==> src/rtl/vga_sync_decoder_pkg.sv <==
// Shared definitions for the VGA sync decoder.
// Holds the default 640x480 timing (the same numbers vga_timing_gen uses),
// the widths of the recovered coordinate and measurement fields, and the
// lock state encoding.
package vga_sync_decoder_pkg;

    // 640x480 @ 60 Hz defaults
    localparam int VGA_H_TOTAL     = 800;
    localparam int VGA_V_TOTAL     = 525;
    localparam int VGA_H_ACTIVE    = 640;
    localparam int VGA_V_ACTIVE    = 480;
    localparam int VGA_SYNC_POL    = 0;   // 0: hs/vs active-low
    localparam int VGA_LOCK_FRAMES = 2;

    // Field widths
    localparam int X_W    = 10;
    localparam int Y_W    = 10;
    localparam int HCNT_W = 11;
    localparam int VCNT_W = 10;
    localparam int GOOD_W = 8;

    typedef enum logic [1:0] {
        ST_SEARCH  = 2'd0,
        ST_ACQUIRE = 2'd1,
        ST_LOCKED  = 2'd2
    } sync_state_t;

endpackage

==> src/rtl/vga_sync_decoder_edge_det.sv <==
// Input register plus edge detector for one sync/enable line.
// Ports:
//   clk, rst - pixel clock, synchronous active-high reset
//   d        - polarity-normalised input (1 = asserted)
//   lvl      - d registered once (first pipeline stage)
//   rise     - lvl went 0 -> 1 this cycle (combinational from the two flops)
//   fall     - lvl went 1 -> 0 this cycle
module vga_sync_decoder_edge_det (
    input  logic clk,
    input  logic rst,
    input  logic d,
    output logic lvl,
    output logic rise,
    output logic fall
);

    logic d_p0;
    logic d_p1;

    // stage 1: capture input; d_p1 holds the previous sample for edge detection
    always_ff @(posedge clk) begin
        if (rst) begin
            d_p0 <= 1'b0;
            d_p1 <= 1'b0;
        end else begin
            d_p0 <= d;
            d_p1 <= d_p0;
        end
    end

    assign lvl  = d_p0;
    assign rise = d_p0 & ~d_p1;
    assign fall = ~d_p0 & d_p1;

endmodule

==> src/rtl/vga_sync_decoder.sv <==
// Receive-side VGA timing decoder.
// Recovers pixel coordinates from raw hs/vs/active, measures line and frame
// timing and declares lock once the incoming timing matches the expected mode
// for LOCK_FRAMES consecutive frames.
// Ports:
//   clk, rst        - pixel clock, synchronous active-high reset
//   hs_in, vs_in    - syncs, polarity set by SYNC_POL (0 = active-low)
//   active_in       - display enable, high in the visible region
//   x, y            - recovered column/row, 0 at first active pixel/line
//   pixel_valid     - x/y refer to a visible pixel
//   line_start      - 1-cycle pulse on hs assertion
//   frame_start     - 1-cycle pulse on vs assertion
//   locked          - timing matched for LOCK_FRAMES frames
//   h_err/v_err/act_err - 1-cycle mismatch pulses (never raised in SEARCH)
//   h_total_meas    - last line period, saturating
//   v_total_meas    - last lines per frame, saturating
// All stage-2 outputs lag the inputs by 2 clocks.
module vga_sync_decoder
    import vga_sync_decoder_pkg::*;
#(
    parameter int H_TOTAL     = VGA_H_TOTAL,
    parameter int V_TOTAL     = VGA_V_TOTAL,
    parameter int H_ACTIVE    = VGA_H_ACTIVE,
    parameter int V_ACTIVE    = VGA_V_ACTIVE,
    parameter int SYNC_POL    = VGA_SYNC_POL,
    parameter int LOCK_FRAMES = VGA_LOCK_FRAMES
) (
    input  logic              clk,
    input  logic              rst,
    input  logic              hs_in,
    input  logic              vs_in,
    input  logic              active_in,
    output logic [X_W-1:0]    x,
    output logic [Y_W-1:0]    y,
    output logic              pixel_valid,
    output logic              line_start,
    output logic              frame_start,
    output logic              locked,
    output logic              h_err,
    output logic              v_err,
    output logic              act_err,
    output logic [HCNT_W-1:0] h_total_meas,
    output logic [VCNT_W-1:0] v_total_meas
);

    localparam logic [HCNT_W-1:0] H_TOTAL_C  = HCNT_W'(H_TOTAL);
    localparam logic [HCNT_W-1:0] H_ACTIVE_C = HCNT_W'(H_ACTIVE);
    localparam logic [VCNT_W-1:0] V_TOTAL_C  = VCNT_W'(V_TOTAL);
    localparam logic [VCNT_W-1:0] V_ACTIVE_C = VCNT_W'(V_ACTIVE);
    localparam logic [GOOD_W-1:0] LOCK_C     = GOOD_W'(LOCK_FRAMES);

    function automatic logic [9:0] sat_inc10(input logic [9:0] v);
        return (v == 10'h3FF) ? v : v + 10'd1;
    endfunction

    function automatic logic [10:0] sat_inc11(input logic [10:0] v);
        return (v == 11'h7FF) ? v : v + 11'd1;
    endfunction

    logic hs_n, vs_n, act_n;
    logic hs_lvl, hs_rise, hs_fall;
    logic vs_lvl, vs_rise, vs_fall;
    logic act_lvl, act_rise, act_fall;
    logic unused_edges;

    sync_state_t       state;
    logic [GOOD_W-1:0] good;
    logic [GOOD_W-1:0] good_next;
    logic              frame_clean;
    logic              err_q;

    logic [HCNT_W-1:0] hcnt;
    logic [VCNT_W-1:0] vcnt;
    logic [VCNT_W-1:0] aline;
    logic              h_primed;

    logic              chk_en;
    logic [VCNT_W-1:0] v_lines;
    logic [VCNT_W-1:0] a_lines;
    logic [HCNT_W-1:0] run_len;

    // stage 0: fold polarity so every line is 1 when asserted
    assign hs_n  = (SYNC_POL != 0) ? hs_in : ~hs_in;
    assign vs_n  = (SYNC_POL != 0) ? vs_in : ~vs_in;
    assign act_n = active_in;

    vga_sync_decoder_edge_det u_hs (
        .clk (clk), .rst (rst), .d (hs_n),
        .lvl (hs_lvl), .rise (hs_rise), .fall (hs_fall)
    );

    vga_sync_decoder_edge_det u_vs (
        .clk (clk), .rst (rst), .d (vs_n),
        .lvl (vs_lvl), .rise (vs_rise), .fall (vs_fall)
    );

    vga_sync_decoder_edge_det u_act (
        .clk (clk), .rst (rst), .d (act_n),
        .lvl (act_lvl), .rise (act_rise), .fall (act_fall)
    );

    assign unused_edges = ^{hs_lvl, hs_fall, vs_lvl, vs_fall};

    // A line_start coinciding with frame_start belongs to the closing frame,
    // so it is folded into the latched count rather than the new one.
    assign v_lines = hs_rise  ? sat_inc10(vcnt)  : vcnt;
    assign a_lines = act_fall ? sat_inc10(aline) : aline;
    // x holds run-1 on the cycle the falling edge is seen
    assign run_len = {1'b0, x} + 11'd1;
    assign chk_en  = (state != ST_SEARCH);

    // stage 2: counters, measurements and all pixel-side outputs
    always_ff @(posedge clk) begin
        if (rst) begin
            x            <= '0;
            y            <= '0;
            pixel_valid  <= 1'b0;
            line_start   <= 1'b0;
            frame_start  <= 1'b0;
            h_err        <= 1'b0;
            v_err        <= 1'b0;
            act_err      <= 1'b0;
            h_total_meas <= '0;
            v_total_meas <= '0;
            hcnt         <= '0;
            vcnt         <= '0;
            aline        <= '0;
            h_primed     <= 1'b0;
        end else begin
            pixel_valid <= act_lvl;
            line_start  <= hs_rise;
            frame_start <= vs_rise;
            // the first line after reset is partial, so it is never judged
            h_err       <= hs_rise && h_primed && chk_en && (hcnt != H_TOTAL_C);
            v_err       <= vs_rise && chk_en &&
                           ((v_lines != V_TOTAL_C) || (a_lines != V_ACTIVE_C));
            act_err     <= act_fall && chk_en && (run_len != H_ACTIVE_C);

            if (act_rise) begin
                x <= '0;
            end else if (act_lvl) begin
                x <= sat_inc10(x);
            end

            if (vs_rise) begin
                y <= '0;
            end else if (act_fall) begin
                y <= sat_inc10(y);
            end

            if (hs_rise) begin
                h_total_meas <= hcnt;
                hcnt         <= HCNT_W'(1);
                h_primed     <= 1'b1;
            end else begin
                hcnt <= sat_inc11(hcnt);
            end

            if (vs_rise) begin
                v_total_meas <= v_lines;
                vcnt         <= '0;
                aline        <= '0;
            end else begin
                if (hs_rise) begin
                    vcnt <= sat_inc10(vcnt);
                end
                if (act_fall) begin
                    aline <= sat_inc10(aline);
                end
            end
        end
    end

    assign err_q     = h_err | v_err | act_err;
    assign good_next = good + GOOD_W'(1);

    // stage 3: lock FSM, driven by the registered stage-2 pulses so that
    // a v_err raised at frame_start is charged to the frame it closes
    always_ff @(posedge clk) begin
        if (rst) begin
            state       <= ST_SEARCH;
            good        <= '0;
            frame_clean <= 1'b0;
            locked      <= 1'b0;
        end else begin
            case (state)
                ST_SEARCH: begin
                    if (frame_start) begin
                        state       <= ST_ACQUIRE;
                        good        <= '0;
                        frame_clean <= 1'b1;
                    end
                end
                ST_ACQUIRE: begin
                    if (frame_start) begin
                        frame_clean <= 1'b1;
                        if (err_q || !frame_clean) begin
                            good <= '0;
                        end else if (good_next == LOCK_C) begin
                            state  <= ST_LOCKED;
                            locked <= 1'b1;
                            good   <= good_next;
                        end else begin
                            good <= good_next;
                        end
                    end else if (err_q) begin
                        good        <= '0;
                        frame_clean <= 1'b0;
                    end
                end
                ST_LOCKED: begin
                    if (err_q) begin
                        state       <= ST_ACQUIRE;
                        locked      <= 1'b0;
                        good        <= '0;
                        frame_clean <= frame_start;
                    end
                end
                default: begin
                    state       <= ST_SEARCH;
                    locked      <= 1'b0;
                    good        <= '0;
                    frame_clean <= 1'b0;
                end
            endcase
        end
    end

endmodule

==> config.mk <==
export PLATFORM = sky130hd
export DESIGN_NAME = vga_sync_decoder
export DESIGN_NICKNAME = d
export VERILOG_FILES = /design/src/rtl/vga_sync_decoder_pkg.sv /design/src/rtl/vga_sync_decoder_edge_det.sv /design/src/rtl/vga_sync_decoder.sv
export SDC_FILE = /design/constraint.sdc
export NUM_CORES = 1
export LEC_CHECK = 0
export ABC_CLOCK_PERIOD_IN_PS = 2500
export BUFFER_PORTS_ARGS = -buffer_cell sky130_fd_sc_hd__buf_2
export CAP_MARGIN = 20
export CELL_PAD_IN_SITES_DETAIL_PLACEMENT = 2
export CELL_PAD_IN_SITES_GLOBAL_PLACEMENT = 2
export CORE_MARGIN = 5
export CORE_UTILIZATION = 32
export DETAILED_ROUTE_END_ITERATION = 7
export HOLD_SLACK_MARGIN = 0.1
export PLACE_DENSITY_LB_ADDON = 0.1
export SLEW_MARGIN = 10
export SYNTH_ARGS = -nofsm -noshare
export SYNTH_HDL_FRONTEND = slang
export SYNTH_SLANG_ARGS = --single-unit
==> constraint.sdc <==
create_clock -name clk -period 2.5 [get_ports clk]
set_input_delay 0.25 -clock clk [delete_from_list [all_inputs] [get_ports clk]]
set_output_delay 0.25 -clock clk [all_outputs]
set_load 0.02 [all_outputs]
==> reports/summary.txt <==
startpoint kind of the worst setup timing path = flip-flop
total I/O pin count = 53
Die Span X = 126 um
count of antenna-violating nets left after detailed routing = 0
critical path data required time = 2.75 ns
clock tree root buffer cell = clkbuf_16
Slowest-stage cell, CP = or4b_1
worst slew pin tran = 1.06 ns
Syn Inst Count = 488
Setup TNS Final = 0 ns
Peak supply drop = 0.000257 V
antenna cells = 0
routability congestion estimate = 0.746
upper clock frequency limit = 410 MHz
Via Count = 3834
synthesis warning total = 0
estimated wirelength of the detail-placed design = 9.05 mm
pin count of the biggest net entering global routing = 27
final critical-path share of the clock period = 0.975
Core Footprint = 13200 um2
number of max-cap violations = 0
post-synthesis cell area = 4280 um2
global-route wire length before repair = 21.1 mm
initial core utilization = 0.325
worst reg2reg path depth = 7
area added between synthesis and finish = 20.5%
maximum level of the CTS H-tree = 3
count of fill cells added during filler insertion = 1497
min Tclk post-route = 2.44 ns
via count of the first global-routing pass = 4113
count of different cell masters after synthesis = 50
pwr dens = 653 nW/um2
signal arrival time at the worst endpoint = 2.68 ns
Die Y-Extent = 126 um
Vias/cell = 5.24
core occupancy in the finished layout = 0.391
clock transition time at the flip-flop clock pins of the worst setup and hold paths = 0.07 ns
outcome = finished, final reports clean
worst min-delay path class = in -> reg
type of destination of the critical path = flip-flop
# setup viols final = 0
leftover overflow at the end of global routing = 0
ordered list of cells on the worst path = ha_2, and3b_1, or3_4, a2111oi_4, nand4_1, or4b_1, o31a_1
floorplan die area = 15800 um2
clock buffer depth = 2
floorplan row count = 42
Post-Synthesis Mean Instance Area = 8.77 um2
critical setup path kind = reg -> reg
TritonCTS clock tree = done
share of layout cells above drive strength 1 = 0.167
top library cells by usage in the layout, fill and taps aside = 94 x dfxtp_1, 57 x nor2_1, 52 x buf_2
relative slew slack = 0.290
number of nets in the final layout = 568
overall routing resource usage = 0.162
number of nets produced by synthesis = 505
number of buffers created by CTS = 9
worst hold path depth = 2
FF-to-FF Start = aline[0]
FFs w/ async S/R, synth = 0
worst-case clock skew = 0.00767 ns
Hold Fails Final Rpt = 0
Worst Setup SP = aline[0]
Port Buf Inserts = 52
sequential-to-total area share from yosys stat = 0.449
number of antenna violations at the first check in global routing = 0
post-synthesis register bit count = 96
DRC Markers = 0
Post-synth EDFFs = 0
Detailed Route Iter0 Violations = 121
worst min-delay path startpoint = active_in
Routed wire per std cell = 16.7 um
dominant synthesized flop cell = dfxtp_1
overall routed net length = 12.3 mm
clock latency reported for the late side of the worst-skew pair = 0.35 ns
unrepaired setup endpoints after global routing = true
max-slew violations = 0
buffers inserted during post-CTS setup optimization = 0
peak per-stage delay on the critical path = 0.51 ns
peak fanout along the critical path = 2
leakage power = 2.02 nW
most common library cell in the layout ignoring fill and taps = dfxtp_1
Detailed Routing Iterations Pass 1 = 4
count of clock tree sinks = 96
-- metal layers --
layer | wire length (um) | share of wire | vias to the layer above | GRT usage
met1 | 5860 | 0.48 | 1899 | 0.210
met2 | 5930 | 0.48 | 40 | 0.273
met3 | 260 | 0.021 | 15 | 0.0241
li1 | - | - | 1880 | -
met5 | 0 | 0 | - | 0
met4 | 209 | 0.017 | 0 | 0.0644
-- layout make-up --
class                      instances  area [um2]  share of cell area
sequential                        96        1920               0.373
timing repair buffer              68         385              0.0747
clock inverter                     6        82.6              0.0160
inverter                          15        56.3              0.0109
multi-input combinational        361        2250               0.436
clock buffer                      10         239              0.0463
tap                              176         220              0.0427
-- power breakdown --
| group | internal, mW | switching, mW |
|---|---|---|
| clock network | 0.899 | 0.605 |
| logic | 0.0937 | 0.180 |
| registers | 1.56 | 0.0319 |
-- state kept, by name, indices dropped and copies added, names as in the netlist, 2 cells and up --
signal,cells
good,8
vcnt,10
hcnt,11
y,10
x,10
h_total_meas,11
aline,10
v_total_meas,10
state,2
-- cell families (layout without fill, tap and decap cells) --
| family | count (synthesis) | count (layout) | synth area share |
|---|---|---|---|
| AO/OA/AOI/OAI | 107 | 107 | 0.158 |
| XOR/XNOR | 27 | 27 | 0.0552 |
| adder cells (fa/ha/maj) | 12 | 12 | 0.0351 |
| buffers and inverters | 31 | 99 | 0.0298 |
| flip-flops | 96 | 96 | 0.449 |
| multiplexers | 11 | 11 | 0.0263 |
| AND/OR/NAND/NOR | 204 | 204 | 0.247 |
-- timing repair --
item	in CTS	in global routing
hold endpoints to repair	2	0
hold buffers	2	0
setup endpoints to repair	0	1
resized for setup	0	5
-- synth_stat cells (2+ instances only) --
library cell	count	share of area
dfxtp_1	96	0.45
nor2_1	57	0.050
and2_1	6	0.0088
nor2b_1	7	0.010
and3_1	7	0.010
nor3b_1	2	0.0035
and4_1	5	0.010
nand3_1	20	0.023
nor3_1	13	0.015
a21oi_1	34	0.040
nor4b_1	2	0.0041
o21ai_0	27	0.032
and3b_1	3	0.0061
and4b_1	2	0.0047
clkbuf_1	12	0.011
a41oi_1	3	0.0061
nand3b_1	2	0.0035
or3b_2	2	0.0041
nand2_1	37	0.032
inv_1	15	0.013
a22o_1	13	0.027
a31oi_1	8	0.012
mux2i_1	9	0.021
xor2_1	14	0.029
a311oi_1	2	0.0041
nand4_1	16	0.023
buf_4	3	0.0053
nor4_1	6	0.0088
or3_1	7	0.010
ha_1	12	0.035
xnor2_1	13	0.027
a21o_1	4	0.0070
nand2b_1	5	0.0073
o21ai_1	3	0.0035
a211oi_1	5	0.0088
mux2_2	2	0.0053
-- worst paths after layout --
path / to / slack (ns)
max: v_err / 0.06
min: u_act.lvl / 0.15
max reg2reg: v_err / 0.06
min reg2reg: v_total_meas[7] / 0.45
-- critical path, delay by kind of cell, from the launching register on --
kind | cells | cell delay, ns
AND/OR/NAND/NOR | 4 | 1.18
adder cells (fa/ha/maj) | 1 | 0.19
AO/OA/AOI/OAI | 2 | 0.64
flip-flops | 1 | 0.33
-- stage by stage --
step | area [um2] | std cells | worst slack [ns] | hold slack [ns] | power (mW)
floorplan | 4280 | 488 | 0.0974 | 0.317 | 1.79
global placement | 4790 | 714 | 0.141 | 0.406 | 1.88
detailed placement | 4790 | 714 | 0.0376 | 0.407 | 1.90
CTS | 5140 | 732 | 0.0275 | 0.137 | 3.44
global route | 5160 | 732 | 0.00571 | 0.161 | 3.53
finish | 5160 | 732 | 0.0616 | 0.146 | 3.37
Note: power is estimated with default switching activity, not from simulation.
